**src/rtl/udp_wave_unpack_if.sv**
```systemverilog
// Per-byte payload stream from the UDP receive stage into udp_wave_unpack.
// Signal names match the original flat ports so existing hookups carry over.
interface udp_wave_unpack_if;
    logic        rec_en;
    logic [7:0]  rec_data;
    logic        rec_pkt_done;
    logic [15:0] rec_byte_num;
    logic [1:0]  wave_source;

    modport master (
        output rec_en, rec_data, rec_pkt_done, rec_byte_num, wave_source
    );
    modport slave (
        input rec_en, rec_data, rec_pkt_done, rec_byte_num, wave_source
    );
endinterface

```
**src/rtl/udp_wave_unpack.sv**
```systemverilog
// Unpacks UDP waveform payloads (sync, seq, big-endian 16-bit samples) into per-channel frame writes.
// Optional macro UDP_WAVE_SEQ_CHECK_EN enables sequence checking with frame restart on mismatch.
module udp_wave_unpack #(
    parameter int          FRAME_LEN = 1024,
    parameter int          AW        = 10,
    parameter logic [7:0]  SYNC_BYTE = 8'hA5
) (
    input  logic                 clk,
    input  logic                 rst_n,
    udp_wave_unpack_if.slave     rec,
    output logic                 smp_valid,
    output logic                 smp_ch,
    output logic [AW-1:0]        smp_addr,
    output logic [15:0]          smp_data,
    output logic [1:0]           frame_done,
    output logic                 pkt_err,
    output logic                 seq_err,
    output logic [15:0]          pkt_cnt_a,
    output logic [15:0]          pkt_cnt_b
);

    typedef enum logic [1:0] {IDLE, SEQ, DATA, DROP} state_t;

    localparam logic [AW-1:0] LAST_ADDR = AW'(FRAME_LEN - 1);

    state_t        state, state_nxt;
    logic          ch, ch_nxt;
    logic [7:0]    hi_byte, hi_byte_nxt;
    logic          hi_pend, hi_pend_nxt;
    logic [AW-1:0] addr [2];
    logic [AW-1:0] addr_nxt [2];
    logic [7:0]    exp_seq [2];
    logic [7:0]    exp_seq_nxt [2];
`ifdef UDP_WAVE_SEQ_CHECK_EN
    logic [1:0]    seen, seen_nxt;
`endif

    logic          smp_valid_nxt, smp_ch_nxt, pkt_err_nxt, seq_err_nxt;
    logic [AW-1:0] smp_addr_nxt;
    logic [15:0]   smp_data_nxt, pkt_cnt_a_nxt, pkt_cnt_b_nxt;
    logic [1:0]    frame_done_nxt;

    // Payload length is informational only.
    logic unused_byte_num;
    assign unused_byte_num = ^rec.rec_byte_num;

    always_comb begin
        state_nxt      = state;
        ch_nxt         = ch;
        hi_byte_nxt    = hi_byte;
        hi_pend_nxt    = hi_pend;
        addr_nxt       = addr;
        exp_seq_nxt    = exp_seq;
`ifdef UDP_WAVE_SEQ_CHECK_EN
        seen_nxt       = seen;
`endif
        smp_valid_nxt  = 1'b0;
        smp_ch_nxt     = smp_ch;
        smp_addr_nxt   = smp_addr;
        smp_data_nxt   = smp_data;
        frame_done_nxt = '0;
        pkt_err_nxt    = 1'b0;
        seq_err_nxt    = 1'b0;
        pkt_cnt_a_nxt  = pkt_cnt_a;
        pkt_cnt_b_nxt  = pkt_cnt_b;

        unique case (state)
            IDLE: begin
                if (rec.rec_en) begin
                    if (rec.wave_source == 2'b01 || rec.wave_source == 2'b10) begin
                        ch_nxt = rec.wave_source[1];
                        if (rec.rec_data == SYNC_BYTE) begin
                            state_nxt = SEQ;
                        end else begin
                            pkt_err_nxt = 1'b1;
                            state_nxt   = DROP;
                        end
                    end else begin
                        pkt_err_nxt = 1'b1;
                        state_nxt   = DROP;
                    end
                    if (rec.rec_pkt_done) begin
                        pkt_err_nxt = 1'b1;
                        state_nxt   = IDLE;
                    end
                end
            end
            SEQ: begin
                if (!rec.rec_en) begin
                    pkt_err_nxt = 1'b1;
                    state_nxt   = IDLE;
                end else begin
                    exp_seq_nxt[ch] = rec.rec_data + 8'd1;
                    hi_pend_nxt     = 1'b0;
                    state_nxt       = DATA;
`ifdef UDP_WAVE_SEQ_CHECK_EN
                    if (seen[ch] && rec.rec_data != exp_seq[ch]) begin
                        seq_err_nxt  = 1'b1;
                        addr_nxt[ch] = '0;
                    end
                    seen_nxt[ch] = 1'b1;
`endif
                    // Done on the seq byte is a header-only packet: zero samples, counted as good.
                    if (rec.rec_pkt_done) begin
                        state_nxt = IDLE;
                        if (ch) pkt_cnt_b_nxt = pkt_cnt_b + 16'd1;
                        else    pkt_cnt_a_nxt = pkt_cnt_a + 16'd1;
                    end
                end
            end
            DATA: begin
                if (!rec.rec_en) begin
                    pkt_err_nxt = 1'b1;
                    state_nxt   = IDLE;
                end else begin
                    if (!hi_pend) begin
                        hi_byte_nxt = rec.rec_data;
                        hi_pend_nxt = 1'b1;
                    end else begin
                        hi_pend_nxt   = 1'b0;
                        smp_valid_nxt = 1'b1;
                        smp_ch_nxt    = ch;
                        smp_addr_nxt  = addr[ch];
                        smp_data_nxt  = {hi_byte, rec.rec_data};
                        if (addr[ch] == LAST_ADDR) begin
                            addr_nxt[ch]       = '0;
                            frame_done_nxt[ch] = 1'b1;
                        end else begin
                            addr_nxt[ch] = addr[ch] + AW'(1);
                        end
                    end
                    // A done on a high byte leaves an odd byte pending: the packet is bad.
                    if (rec.rec_pkt_done) begin
                        state_nxt = IDLE;
                        if (!hi_pend) begin
                            pkt_err_nxt = 1'b1;
                            hi_pend_nxt = 1'b0;
                        end else if (ch) begin
                            pkt_cnt_b_nxt = pkt_cnt_b + 16'd1;
                        end else begin
                            pkt_cnt_a_nxt = pkt_cnt_a + 16'd1;
                        end
                    end
                end
            end
            DROP: begin
                if (!rec.rec_en || rec.rec_pkt_done) state_nxt = IDLE;
            end
            default: state_nxt = IDLE;
        endcase
    end

    always_ff @(posedge clk or negedge rst_n) begin
        if (!rst_n) begin
            state      <= IDLE;
            ch         <= 1'b0;
            hi_byte    <= '0;
            hi_pend    <= 1'b0;
            addr[0]    <= '0;
            addr[1]    <= '0;
            exp_seq[0] <= '0;
            exp_seq[1] <= '0;
`ifdef UDP_WAVE_SEQ_CHECK_EN
            seen       <= '0;
`endif
            smp_valid  <= 1'b0;
            smp_ch     <= 1'b0;
            smp_addr   <= '0;
            smp_data   <= '0;
            frame_done <= '0;
            pkt_err    <= 1'b0;
            seq_err    <= 1'b0;
            pkt_cnt_a  <= '0;
            pkt_cnt_b  <= '0;
        end else begin
            state      <= state_nxt;
            ch         <= ch_nxt;
            hi_byte    <= hi_byte_nxt;
            hi_pend    <= hi_pend_nxt;
            addr[0]    <= addr_nxt[0];
            addr[1]    <= addr_nxt[1];
            exp_seq[0] <= exp_seq_nxt[0];
            exp_seq[1] <= exp_seq_nxt[1];
`ifdef UDP_WAVE_SEQ_CHECK_EN
            seen       <= seen_nxt;
`endif
            smp_valid  <= smp_valid_nxt;
            smp_ch     <= smp_ch_nxt;
            smp_addr   <= smp_addr_nxt;
            smp_data   <= smp_data_nxt;
            frame_done <= frame_done_nxt;
            pkt_err    <= pkt_err_nxt;
            seq_err    <= seq_err_nxt;
            pkt_cnt_a  <= pkt_cnt_a_nxt;
            pkt_cnt_b  <= pkt_cnt_b_nxt;
        end
    end

endmodule

```
**src/flat_wrapper.sv**
```systemverilog
// flat-port wrapper written by rule: the top's interface ports become plain ports
module udp_wave_unpack_flat 
#(
    parameter int          FRAME_LEN = 1024,
    parameter int          AW        = 10,
    parameter logic [7:0]  SYNC_BYTE = 8'hA5
)
  (clk, rst_n, smp_valid, smp_ch, smp_addr, smp_data, frame_done, pkt_err, seq_err, pkt_cnt_a, pkt_cnt_b, rec_rec_en, rec_rec_data, rec_rec_pkt_done, rec_rec_byte_num, rec_wave_source);
  udp_wave_unpack_if rec_i ();
  input  logic clk;
  input  logic rst_n;
  output logic smp_valid;
  output logic smp_ch;
  output logic [AW-1:0] smp_addr;
  output logic [15:0] smp_data;
  output logic [1:0] frame_done;
  output logic pkt_err;
  output logic seq_err;
  output logic [15:0] pkt_cnt_a;
  output logic [15:0] pkt_cnt_b;
  input wire logic [$bits(rec_i.rec_en)-1:0] rec_rec_en;
  input wire logic [$bits(rec_i.rec_data)-1:0] rec_rec_data;
  input wire logic [$bits(rec_i.rec_pkt_done)-1:0] rec_rec_pkt_done;
  input wire logic [$bits(rec_i.rec_byte_num)-1:0] rec_rec_byte_num;
  input wire logic [$bits(rec_i.wave_source)-1:0] rec_wave_source;
  assign rec_i.rec_en = rec_rec_en;
  assign rec_i.rec_data = rec_rec_data;
  assign rec_i.rec_pkt_done = rec_rec_pkt_done;
  assign rec_i.rec_byte_num = rec_rec_byte_num;
  assign rec_i.wave_source = rec_wave_source;
  udp_wave_unpack #(.FRAME_LEN(FRAME_LEN), .AW(AW), .SYNC_BYTE(SYNC_BYTE)) u_core (.clk(clk), .rst_n(rst_n), .rec(rec_i), .smp_valid(smp_valid), .smp_ch(smp_ch), .smp_addr(smp_addr), .smp_data(smp_data), .frame_done(frame_done), .pkt_err(pkt_err), .seq_err(seq_err), .pkt_cnt_a(pkt_cnt_a), .pkt_cnt_b(pkt_cnt_b));
endmodule
```
**config.mk**
```make
export PLATFORM = sky130hd
export DESIGN_NAME = udp_wave_unpack_flat
export DESIGN_NICKNAME = d
export VERILOG_FILES = /design/src/rtl/udp_wave_unpack_if.sv /design/src/rtl/udp_wave_unpack.sv /design/src/flat_wrapper.sv
export SDC_FILE = /design/constraint.sdc
export NUM_CORES = 1
export LEC_CHECK = 0
export CAP_MARGIN = 30
export CORE_MARGIN = 2
export CORE_UTILIZATION = 35
export DETAILED_ROUTE_END_ITERATION = 7
export SKIP_CTS_REPAIR_TIMING = 1
export SLEW_MARGIN = 20
export SYNTH_ARGS = -nofsm -noshare
export SYNTH_HDL_FRONTEND = slang
export SYNTH_SLANG_ARGS = --single-unit
```
**constraint.sdc**
```tcl
create_clock -name clk -period 3.5 [get_ports clk]
set_input_delay 0.7 -clock clk [delete_from_list [all_inputs] [get_ports clk]]
set_output_delay 0.7 -clock clk [all_outputs]
set_load 0.02 [all_outputs]
```
==> results of run 1 <==
==> synth_stat cells, types with 3 or more instances <==
cell type  instances  area share, %
a21oi_1            9            1.1
a31oi_1            6           0.88
and3_1             6           0.88
buf_2              7           0.82
clkbuf_1           4           0.35
dfrtp_1           95             55
ha_1               3           0.88
inv_1              9           0.79
mux2_2            14            3.7
mux2i_1            6            1.4
nand2_1          100            8.8
nand2b_1           3           0.44
nand3_1           20            2.3
nand4_1            5           0.73
nor2_1            16            1.4
nor2b_1            3           0.44
nor3_1             7           0.82
o21ai_0           13            1.5
o21ai_1            6           0.70
xnor2_1           30            6.1
xor2_1             9            1.8
==> cell families after synthesis <==
| logic type | after synthesis | share of synthesized area [%] |
|---|---|---|
| AOI/OAI and AO/OA | 46 | 7.74 |
| xor gates and xnor gates | 39 | 7.97 |
| other | 1 | 0.0875 |
| buffers and inverters | 24 | 2.48 |
| DFF | 95 | 55.5 |
| muxes | 20 | 5.08 |
| and+or+nand+nor | 181 | 20.3 |
| adders and majority gates | 3 | 0.876 |
==> sequential cells by signal, indices dropped and copies added (netlist names) <==
name,count
u_core.addr,20
u_core.pkt_cnt_a,16
u_core.pkt_cnt_b,16
u_core.smp_data,16
u_core.smp_addr,10
u_core.hi_byte,8
u_core.frame_done,2
u_core.state,2
u_core.ch,1
u_core.hi_pend,1
u_core.pkt_err,1
u_core.smp_ch,1
u_core.smp_valid,1
==> worst register-to-register path, cell delays in order, from the launching register on <==
cell and delay (ns):
dfrtp_1 0.45, mux2_2 0.38, ha_1 0.27, nand4_1 0.12
nor3_1 0.06, o21ai_1 0.14, buf_4 0.21, o21ai_0 0.13
a31oi_1 0.18
==> where the power goes <==
part / switching [W] / leakage [nW] / internal, W / total (W)
combinational: 0.000400 / 1.09 / 0.000375 / 0.000775
clock: 0.000435 / 0.158 / 0.000699 / 0.00113
sequential: 0.000136 / 1.24 / 0.00128 / 0.00142
total: 0.000972 / 2.48 / 0.00236 / 0.00333
==> metrics by stage <==
stage          worst slack [ns]  cell area, um^2  hold WS (ns)  cells  utilization (%)
4_1_cts                    1.11             5550         0.450    640             46.4
6_report                   1.12             5550         0.422    640             46.4
3_5_place_dp              0.734             5200         0.452    624             43.5
5_1_grt                   0.982             5550         0.482    640             46.4
2_1_floorplan              1.17             4290         0.404    409                -
3_3_place_gp              0.780             5200         0.445    624             43.5
==> per-layer routing <==
layer | vias up | wire length [um] | GRT usage (%)
met4 | 0 | 179 | 6.91
li1 | 1529 | - | -
met3 | 12 | 315 | 3.28
met1 | 1503 | 4370 | 20.8
met5 | - | 0 | 0
met2 | 65 | 4400 | 23.7
==> final cells by class <==
type | instances | area, um^2
inverters | 10 | 37.5
well taps | 147 | 184
clock inverters | 7 | 121
multi-input cells | 290 | 1800
clock buffers | 9 | 225
repair buffers | 82 | 803
fillers | 1132 | 6410
flip-flops and latches | 95 | 2380
==> how the worst max path moves through the flow <==
| stage | start | to | depth (start not counted) |
|---|---|---|---|
| after floorplan | u_core.ch$_DFFE_PN0P_ | u_core.addr[15]$_DFFE_PN0P_ | 10 |
| after global placement | rec_rec_en | u_core.pkt_cnt_a[6]$_DFFE_PN0P_ | 6 |
| after detailed placement | rec_rec_en | u_core.pkt_cnt_a[6]$_DFFE_PN0P_ | 6 |
| after CTS | rec_rec_en | u_core.pkt_cnt_a[6]$_DFFE_PN0P_ | 6 |
| after global routing | rec_rec_en | u_core.pkt_cnt_a[6]$_DFFE_PN0P_ | 6 |
| final | rec_rec_en | u_core.pkt_cnt_a[6]$_DFFE_PN0P_ | 6 |
==> metrics.cfg, run 1 <==
[outcome]
outcome=finished clean

[yosys]
async_reset_ff_share_pct=100
yosysSeqAreaShare_pct=55.5
ys.flop_type=dfrtp_1
synth_nets=442
yosys_register_bits=95
syn_inst=409
yosysUniqueCellTypes=50
yosysWarningCount=0
syn_area_per_cell_um2=10.5
synth-edff-count=0
syn_area_um2=4290

[floorplan]
die_w_um=115
fp-row-count=40
coreArea_um2=12000
start_util_pct=35.8
die_h_um=115
pin_count=94
die_area_um2=13100

[sta]
fin_tns_setup_ns=0
rsz0062_at_grt=false
maxSlewHeadroom_pct=49.5
slew_viol_final=0
tightestPinTransition_ns=0.757
max_freq_ghz=0.420
finalHoldViolCount=0
period_share_pct=68.0
skew_ns=0.00378
finalCriticalPeriod_ns=2.38
setup_viol=0

[flow_run]
maxCapViolCount=0

[power_and_ir_drop]
vdd_drop_max_mv=0.289
p_leak_nw=2.48
power_density_nw_per_um2=600
power.total_w=0.00333

[min_path]
hold_path_class=input pin to asynchronous set/reset pin

[clock_network]
clkTransAtPathRegs_ns=0.07
cts_buffer_depth=2
tritoncts=done
clock_sinks=95
cts_buffers=9
htreeDepth=3
clkLatencyLatePin_ns=0.35
clock-root-buffer=clkbuf_16

[worst_setup_path]
crit_chain=clkdlybuf4s50_1, nand2_1, a211oi_4, and4_1, nand3_1, xnor2_1
worstSetupPathType=input pin to flip-flop
startpoint_type=input pin
cp_top_family=simple AND/OR/NAND/NOR gates
r2r-start=u_core.ch$_DFFE_PN0P_
r2r_slack_ns=1.47
r2r_end=u_core.addr[19]$_DFFE_PN0P_
cp_slowest_cell=clkdlybuf4s50_1
path_max_fanout=10
cp_num_buf_inv=1
crit_arrival_ns=2.61
required_ns=3.73
cp-end-kind=flip-flop
slowest_delay_ns=0.66
reg2reg_depth=8

[routing]
vias_per_cell=4.86
drt_iter0_drc=128
wirelength_mm=9.26
wl_per_cell_um=14.5
vias=3109
detail-route-antenna-nets=0
remaining_drc_errors=0
detail_route.first_pass.iterations=4

[global_routing]
grt_max_degree=60
grt_pass1_vias=3093
grt_overflow=0
grt_pass1_wl_mm=15.7
grt_util_all_layers_pct=15.4
grt_antenna_before_repair=0

[final_layout]
area_delta_synth_final_pct=29.5
layout_commonest_cell=nand2_1
antenna_cells=0
final_cell_mix=100 x nand2_1, 95 x dfrtp_1, 75 x clkdlybuf4s50_1
drive_gt1_share_pct=10.3
final_nets=521

[placement]
globalplace.congestion=0.797
numPortBuffers=76
post-dp-hpwl_mm=6.46

No activity file was read; power rests on OpenSTA's default activity.
==> inputs of run 2 (changes only) <==
Clock period 3.5 ns to 2.1 ns, I/O delays scaled along.
==> run 2 against run 1 <==
Against the previous run: non-clock buffer count grew 16; clock power grew 74%; clock-buffer cell count grew 1; cell count grew 2.5%; core utilization grew 1.6 points; sequential share of layout area shrank 1.4 points; via count grew 3.2%; global-route usage is essentially flat; routed wire length grew 1.9%; final area grew 3.4%; hold slack gained 0.040 ns; combinational power grew 69%; highest routed layer unchanged.
==> metrics.cfg, run 2 (synthesis gave the netlist of run 1 again) <==
[outcome]
outcome=finished clean  ; unchanged

[worst_setup_path]
worstSetupPathType=flip-flop to flip-flop  ; was input pin to flip-flop
r2r_end=u_core.addr[1]$_DFFE_PN0P_  ; was u_core.addr[19]$_DFFE_PN0P_
reg2reg_depth=8  ; unchanged
slowest_delay_ns=0.43  ; was 0.66 ns
cp_slowest_cell=dfrtp_2  ; was clkdlybuf4s50_1
r2r_slack_ns=0.15  ; was 1.47 ns
path_max_fanout=8  ; was 10
cp-end-kind=flip-flop  ; unchanged
crit_chain=mux2_2, ha_1, nand4_1, nor3_2, o21ai_2, buf_6, nand2_1, o21ai_1  ; was clkdlybuf4s50_1, nand2_1, a211oi_4, and4_1, nand3_1, xnor2_1
required_ns=2.36  ; was 3.73 ns
r2r-start=u_core.ch$_DFFE_PN0P_  ; unchanged
cp_num_buf_inv=1  ; unchanged
startpoint_type=flip-flop  ; was input pin
cp_top_family=flip-flops  ; was simple AND/OR/NAND/NOR gates
crit_arrival_ns=2.21  ; was 2.61 ns

[power_and_ir_drop]
vdd_drop_max_mv=0.775  ; was 0.289 mV
power_density_nw_per_um2=986  ; was 600 nW/um^2
power.total_w=0.00566  ; was 0.00333 W
p_leak_nw=2.59  ; was 2.48 nW

[global_routing]
grt_pass1_vias=3187  ; was 3093
grt_antenna_before_repair=0  ; unchanged
grt_util_all_layers_pct=15.4  ; about the same
grt_overflow=0  ; unchanged
grt_max_degree=56  ; was 60
grt_pass1_wl_mm=15.8  ; was 15.7 mm

[floorplan]
die_h_um=115  ; unchanged
fp-row-count=40  ; unchanged
coreArea_um2=12000  ; unchanged
pin_count=94  ; unchanged
start_util_pct=35.8  ; unchanged
die_area_um2=13100  ; unchanged
die_w_um=115  ; unchanged

[min_path]
worstHoldPathCells=1
whs_endpoint=u_core.pkt_cnt_b[15]$_DFFE_PN0P_
hp-start=u_core.pkt_cnt_b[15]$_DFFE_PN0P_
hold_path_class=flip-flop to flip-flop  ; was input pin to asynchronous set/reset pin

[sta]
rsz0062_at_grt=false  ; unchanged
slew_viol_final=0  ; unchanged
finalHoldViolCount=0  ; unchanged
worst_hold_slack_ns=0.462  ; was 0.422 ns
skew_ns=0.00820  ; was 0.00378 ns
finalCriticalPeriod_ns=1.95
period_share_pct=92.8
max_freq_ghz=0.513
setup_viol=0  ; unchanged
fin_tns_setup_ns=0  ; unchanged

[flow_run]
maxCapViolCount=0  ; unchanged

[final_layout]
final_nets=537  ; was 521
multi_input_area_um2=1810  ; was 1800 um^2
drive_gt1_share_pct=13.4  ; was 10.3%
largest_register_ff_count=20  ; unchanged
antenna_cells=0  ; unchanged
regArea_um2=2380  ; about the same
layout_commonest_cell=nand2_1  ; unchanged
largest-register=u_core.addr  ; unchanged
instances_no_fill=656  ; was 640
fill_cells=1109  ; was 1132
fin_area_um2=5740  ; was 5550 um^2
area_delta_synth_final_pct=33.9  ; was 29.5%
final_cell_mix=100 x nand2_1, 94 x dfrtp_1, 75 x clkdlybuf4s50_1  ; was 100 x nand2_1, 95 x dfrtp_1, 75 x clkdlybuf4s50_1

[placement]
dp_cells=639  ; was 624
dpl-instance-area_um2=5350  ; was 5200 um^2
globalplace.congestion=0.826  ; was 0.797
post-dp-hpwl_mm=6.69  ; was 6.46 mm
numPortBuffers=76  ; unchanged

[routing]
vias=3210  ; was 3109
detail-route-antenna-nets=0  ; unchanged
vias_per_cell=4.89  ; was 4.86
drt_iter0_drc=173  ; was 128
wl_per_cell_um=14.4  ; was 14.5 um
detail_route.first_pass.iterations=5  ; was 4
wirelength_mm=9.43  ; was 9.26 mm
remaining_drc_errors=0  ; unchanged

[clock_network]
cts_buffers=9  ; unchanged
clkTransAtPathRegs_ns=0.07  ; about the same
cts_buffer_depth=2  ; unchanged
clkLatencyLatePin_ns=0.35  ; about the same
clock-root-buffer=clkbuf_16  ; unchanged
htreeDepth=3  ; unchanged
clock_sinks=95  ; unchanged
tritoncts=done  ; unchanged

run 2: per-stage QoR:
stage	setup slack (ns)	util (%)
floorplan	0.0184	-
global placement	-0.0279	44.8
detailed placement	-0.00420	44.8
CTS	-0.0646	47.8
global route	0.0131	48.0
finish	0.151	48.0
run 2: per-layer routing:
layer | track usage [%] | wire, um | vias to the layer above | share of wire [%]
met1 | 19.7 | 4280 | 1564 | 45
met3 | 4.76 | 423 | 10 | 4.5
met5 | 0 | 0 | - | 0
li1 | - | - | 1563 | -
met2 | 25.0 | 4620 | 73 | 49
met4 | 4.55 | 109 | 0 | 1.2
run 2: layout make-up:
| cell class | count | area share [%] |
|---|---|---|
| Clock buffer | 10 | 3.99 |
| Clock inverter | 6 | 2.31 |
| Inverter | 10 | 0.654 |
| Multi-Input combinational cell | 290 | 31.5 |
| Sequential cell | 95 | 41.4 |
| Tap cell | 147 | 3.20 |
| Timing Repair Buffer | 98 | 16.9 |
run 2: how the worst max path moves through the flow:
stage / from / endpoint / cells past startpoint
after CTS: u_core.ch$_DFFE_PN0P_ / u_core.addr[1]$_DFFE_PN0P_ / 8
after floorplan: u_core.ch$_DFFE_PN0P_ / u_core.addr[15]$_DFFE_PN0P_ / 10
after global routing: u_core.ch$_DFFE_PN0P_ / u_core.addr[1]$_DFFE_PN0P_ / 8
final: u_core.ch$_DFFE_PN0P_ / u_core.addr[1]$_DFFE_PN0P_ / 8
after global placement: u_core.ch$_DFFE_PN0P_ / u_core.addr[17]$_DFFE_PN0P_ / 8
after detailed placement: u_core.ch$_DFFE_PN0P_ / u_core.addr[3]$_DFFE_PN0P_ / 8
run 2: report_power, final:
part	internal [W]	switching, W	leakage (nW)
Sequential	0.00214	0.000228	1.24
Clock	0.00128	0.000689	0.173
Combinational	0.000646	0.000669	1.18
Total	0.00407	0.00159	2.59
==> inputs of run 3 (changes only) <==
Settings changed: CORE_ASPECT_RATIO from default to 1.1.
==> run 3 against run 2 <==
Against the previous run: core utilization is 0.88 points lower; non-clock buffer count is 4 higher; critical path depth stayed put; clock power is 28% lower; total power is 9.8% lower; global-route usage is 0.54 points lower; fmax is 1.9% higher; largest power group unchanged; critical path type unchanged; routed wire length is 1.5% lower.
==> metrics.cfg, run 3 (synthesis gave the netlist of run 1 again) <==
[worst_setup_path]
crit_arrival_ns=2.16  ; was 2.21 ns
r2r_slack_ns=0.19  ; was 0.15 ns
required_ns=2.35  ; was 2.36 ns
worstSetupPathType=flip-flop to flip-flop  ; unchanged
startpoint_type=flip-flop  ; unchanged
r2r-start=u_core.ch$_DFFE_PN0P_  ; unchanged
r2r_end=u_core.addr[15]$_DFFE_PN0P_  ; was u_core.addr[1]$_DFFE_PN0P_
reg2reg_depth=8  ; unchanged
path_max_fanout=5  ; was 8
cp-end-kind=flip-flop  ; unchanged
startpoint=u_core.ch$_DFFE_PN0P_  ; unchanged

[power_and_ir_drop]
power_density_nw_per_um2=904  ; was 986 nW/um^2
switching_share_pct=30.0  ; was 28.0%
vdd_drop_max_mv=0.516  ; was 0.775 mV
p_int_w=0.00357  ; was 0.00407 W
pwr-share-seq_pct=46.6  ; was 41.9%
switching_power_w=0.00153  ; was 0.00159 W
clockPowerShare_pct=27.8  ; was 34.9%
power.total_w=0.00510  ; was 0.00566 W
power.share.combinational_pct=25.6  ; was 23.2%
p_leak_nw=2.55  ; was 2.59 nW

[final_layout]
antenna_cells=0  ; unchanged
area_delta_synth_final_pct=31.7  ; was 33.9%
largest_register_ff_count=20  ; unchanged
final_cell_mix=100 x nand2_1, 95 x dfrtp_1, 75 x clkdlybuf4s50_1  ; was 100 x nand2_1, 94 x dfrtp_1, 75 x clkdlybuf4s50_1
drive_gt1_share_pct=13.3  ; was 13.4%
largest-register=u_core.addr  ; unchanged
utilization_pct=47.1  ; was 48.0%
final_nets=541  ; was 537
fin_area_um2=5640  ; was 5740 um^2
layout_commonest_cell=nand2_1  ; unchanged
instances_no_fill=665  ; was 656

[sta]
skew_ns=0.00574  ; was 0.00820 ns
period_share_pct=91.1  ; was 92.8%
setup_viol=0  ; unchanged
finalCriticalPeriod_ns=1.91  ; was 1.95 ns
maxSlewHeadroom_pct=65.7
tightestPinTransition_ns=0.515
max_freq_ghz=0.523  ; was 0.513 GHz
rsz0062_at_grt=false  ; unchanged
slew_viol_final=0  ; unchanged
finalHoldViolCount=0  ; unchanged
fin_ws_ns=0.188  ; was 0.151 ns

[placement]
dp_cells=651  ; was 639
post-dp-hpwl_mm=6.88  ; was 6.69 mm
globalplace.congestion=0.810  ; was 0.826
dpl-instance-area_um2=5390  ; was 5350 um^2
numPortBuffers=76  ; unchanged
place_ws_ns=-0.0564  ; was -0.00420 ns

[routing]
route.met3.wl_um=367  ; was 423 um
vias_per_cell=4.88  ; was 4.89
dr_wl_met2_mm=4.55  ; was 4.62 mm
detail_route.first_pass.iterations=4  ; was 5
wl_met1_mm=4.22  ; was 4.28 mm
drt_iter0_drc=169  ; was 173
vias=3247  ; was 3210
wl_per_cell_um=14.0  ; was 14.4 um
detail-route-antenna-nets=0  ; unchanged
wirelength_mm=9.29  ; was 9.43 mm
remaining_drc_errors=0  ; unchanged
top_layer=met4  ; unchanged

[global_routing]
grt_pass1_vias=3167  ; was 3187
grt_antenna_before_repair=0  ; unchanged
grt_pass1_wl_mm=15.3  ; was 15.8 mm
grt_max_degree=40  ; was 56
grt_overflow=0  ; unchanged
grt_util_all_layers_pct=14.8  ; was 15.4%

[min_path]
hold_path_class=input pin to asynchronous set/reset pin  ; was flip-flop to flip-flop

[floorplan]
die_area_um2=13100  ; about the same
coreArea_um2=12000  ; about the same
fp-row-count=42  ; was 40
start_util_pct=35.8  ; about the same
die_w_um=110  ; was 115 um
pin_count=94  ; unchanged
die_h_um=120  ; was 115 um

[clock_network]
tritoncts=done  ; unchanged
htreeDepth=3  ; unchanged
cts_buffer_depth=2  ; unchanged
clkTransAtPathRegs_ns=0.06  ; was 0.07 ns
clock_sinks=95  ; unchanged
clkLatencyLatePin_ns=0.33  ; was 0.35 ns
cts_buffers=9  ; unchanged
clock-root-buffer=clkbuf_16  ; unchanged

[flow_run]
maxCapViolCount=0  ; unchanged

[outcome]
outcome=finished clean  ; unchanged

-- run 3: worst max path at each step --
stage               cells after the start                          endpoint
finish                                  8       u_core.addr[15]$_DFFE_PN0P_
global route                            8        u_core.addr[3]$_DFFE_PN0P_
CTS                                     8       u_core.addr[15]$_DFFE_PN0P_
detailed placement                      6  u_core.pkt_cnt_b[15]$_DFFE_PN0P_
floorplan                              10       u_core.addr[15]$_DFFE_PN0P_
global placement                        6  u_core.pkt_cnt_b[15]$_DFFE_PN0P_
-- run 3: layout make-up --
cell class / count / area [um^2]
clock buffer: 12 / 236
clock inverter: 2 / 10.0
fill: 1165 / 6340
inverter: 10 / 37.5
multi-input combinational: 290 / 1810
sequential: 95 / 2380
tap: 154 / 193
timing repair buffer: 102 / 978
-- run 3: metal layers --
metal,vias to the layer above,GRT usage (%)
met5,-,0
met4,0,5.46
met3,12,2.44
met2,78,24.3
met1,1580,19.5
li1,1577,-
-- run 3: power groups by stage --
stage	sequential (W)	combinational (W)	clock (W)
after floorplan	0.00264	0.000408	0
after global placement	0.00240	0.00130	0
after detailed placement	0.00241	0.00132	0
after CTS	0.00238	0.00133	0.00147
after global routing	0.00242	0.00141	0.00155
final	0.00238	0.00131	0.00142
-- run 3: per-stage QoR --
stage	TNS, ns	hold slack (ns)
4_1_cts	0	0.0696
3_3_place_gp	-0.0697	0.431
3_5_place_dp	-0.199	0.434
2_1_floorplan	0	0.124
6_report	0	0.0514
5_1_grt	0	0.0913
-- run 3: critical path: stages, from the launching register on --
cell and delay [ns]:
dfrtp_1 0.43, mux2_2 0.37, ha_1 0.27, nand4_1 0.13, nor3_2 0.06, o21ai_2 0.18, buf_4 0.16, nand2_1 0.06
a31oi_1 0.17
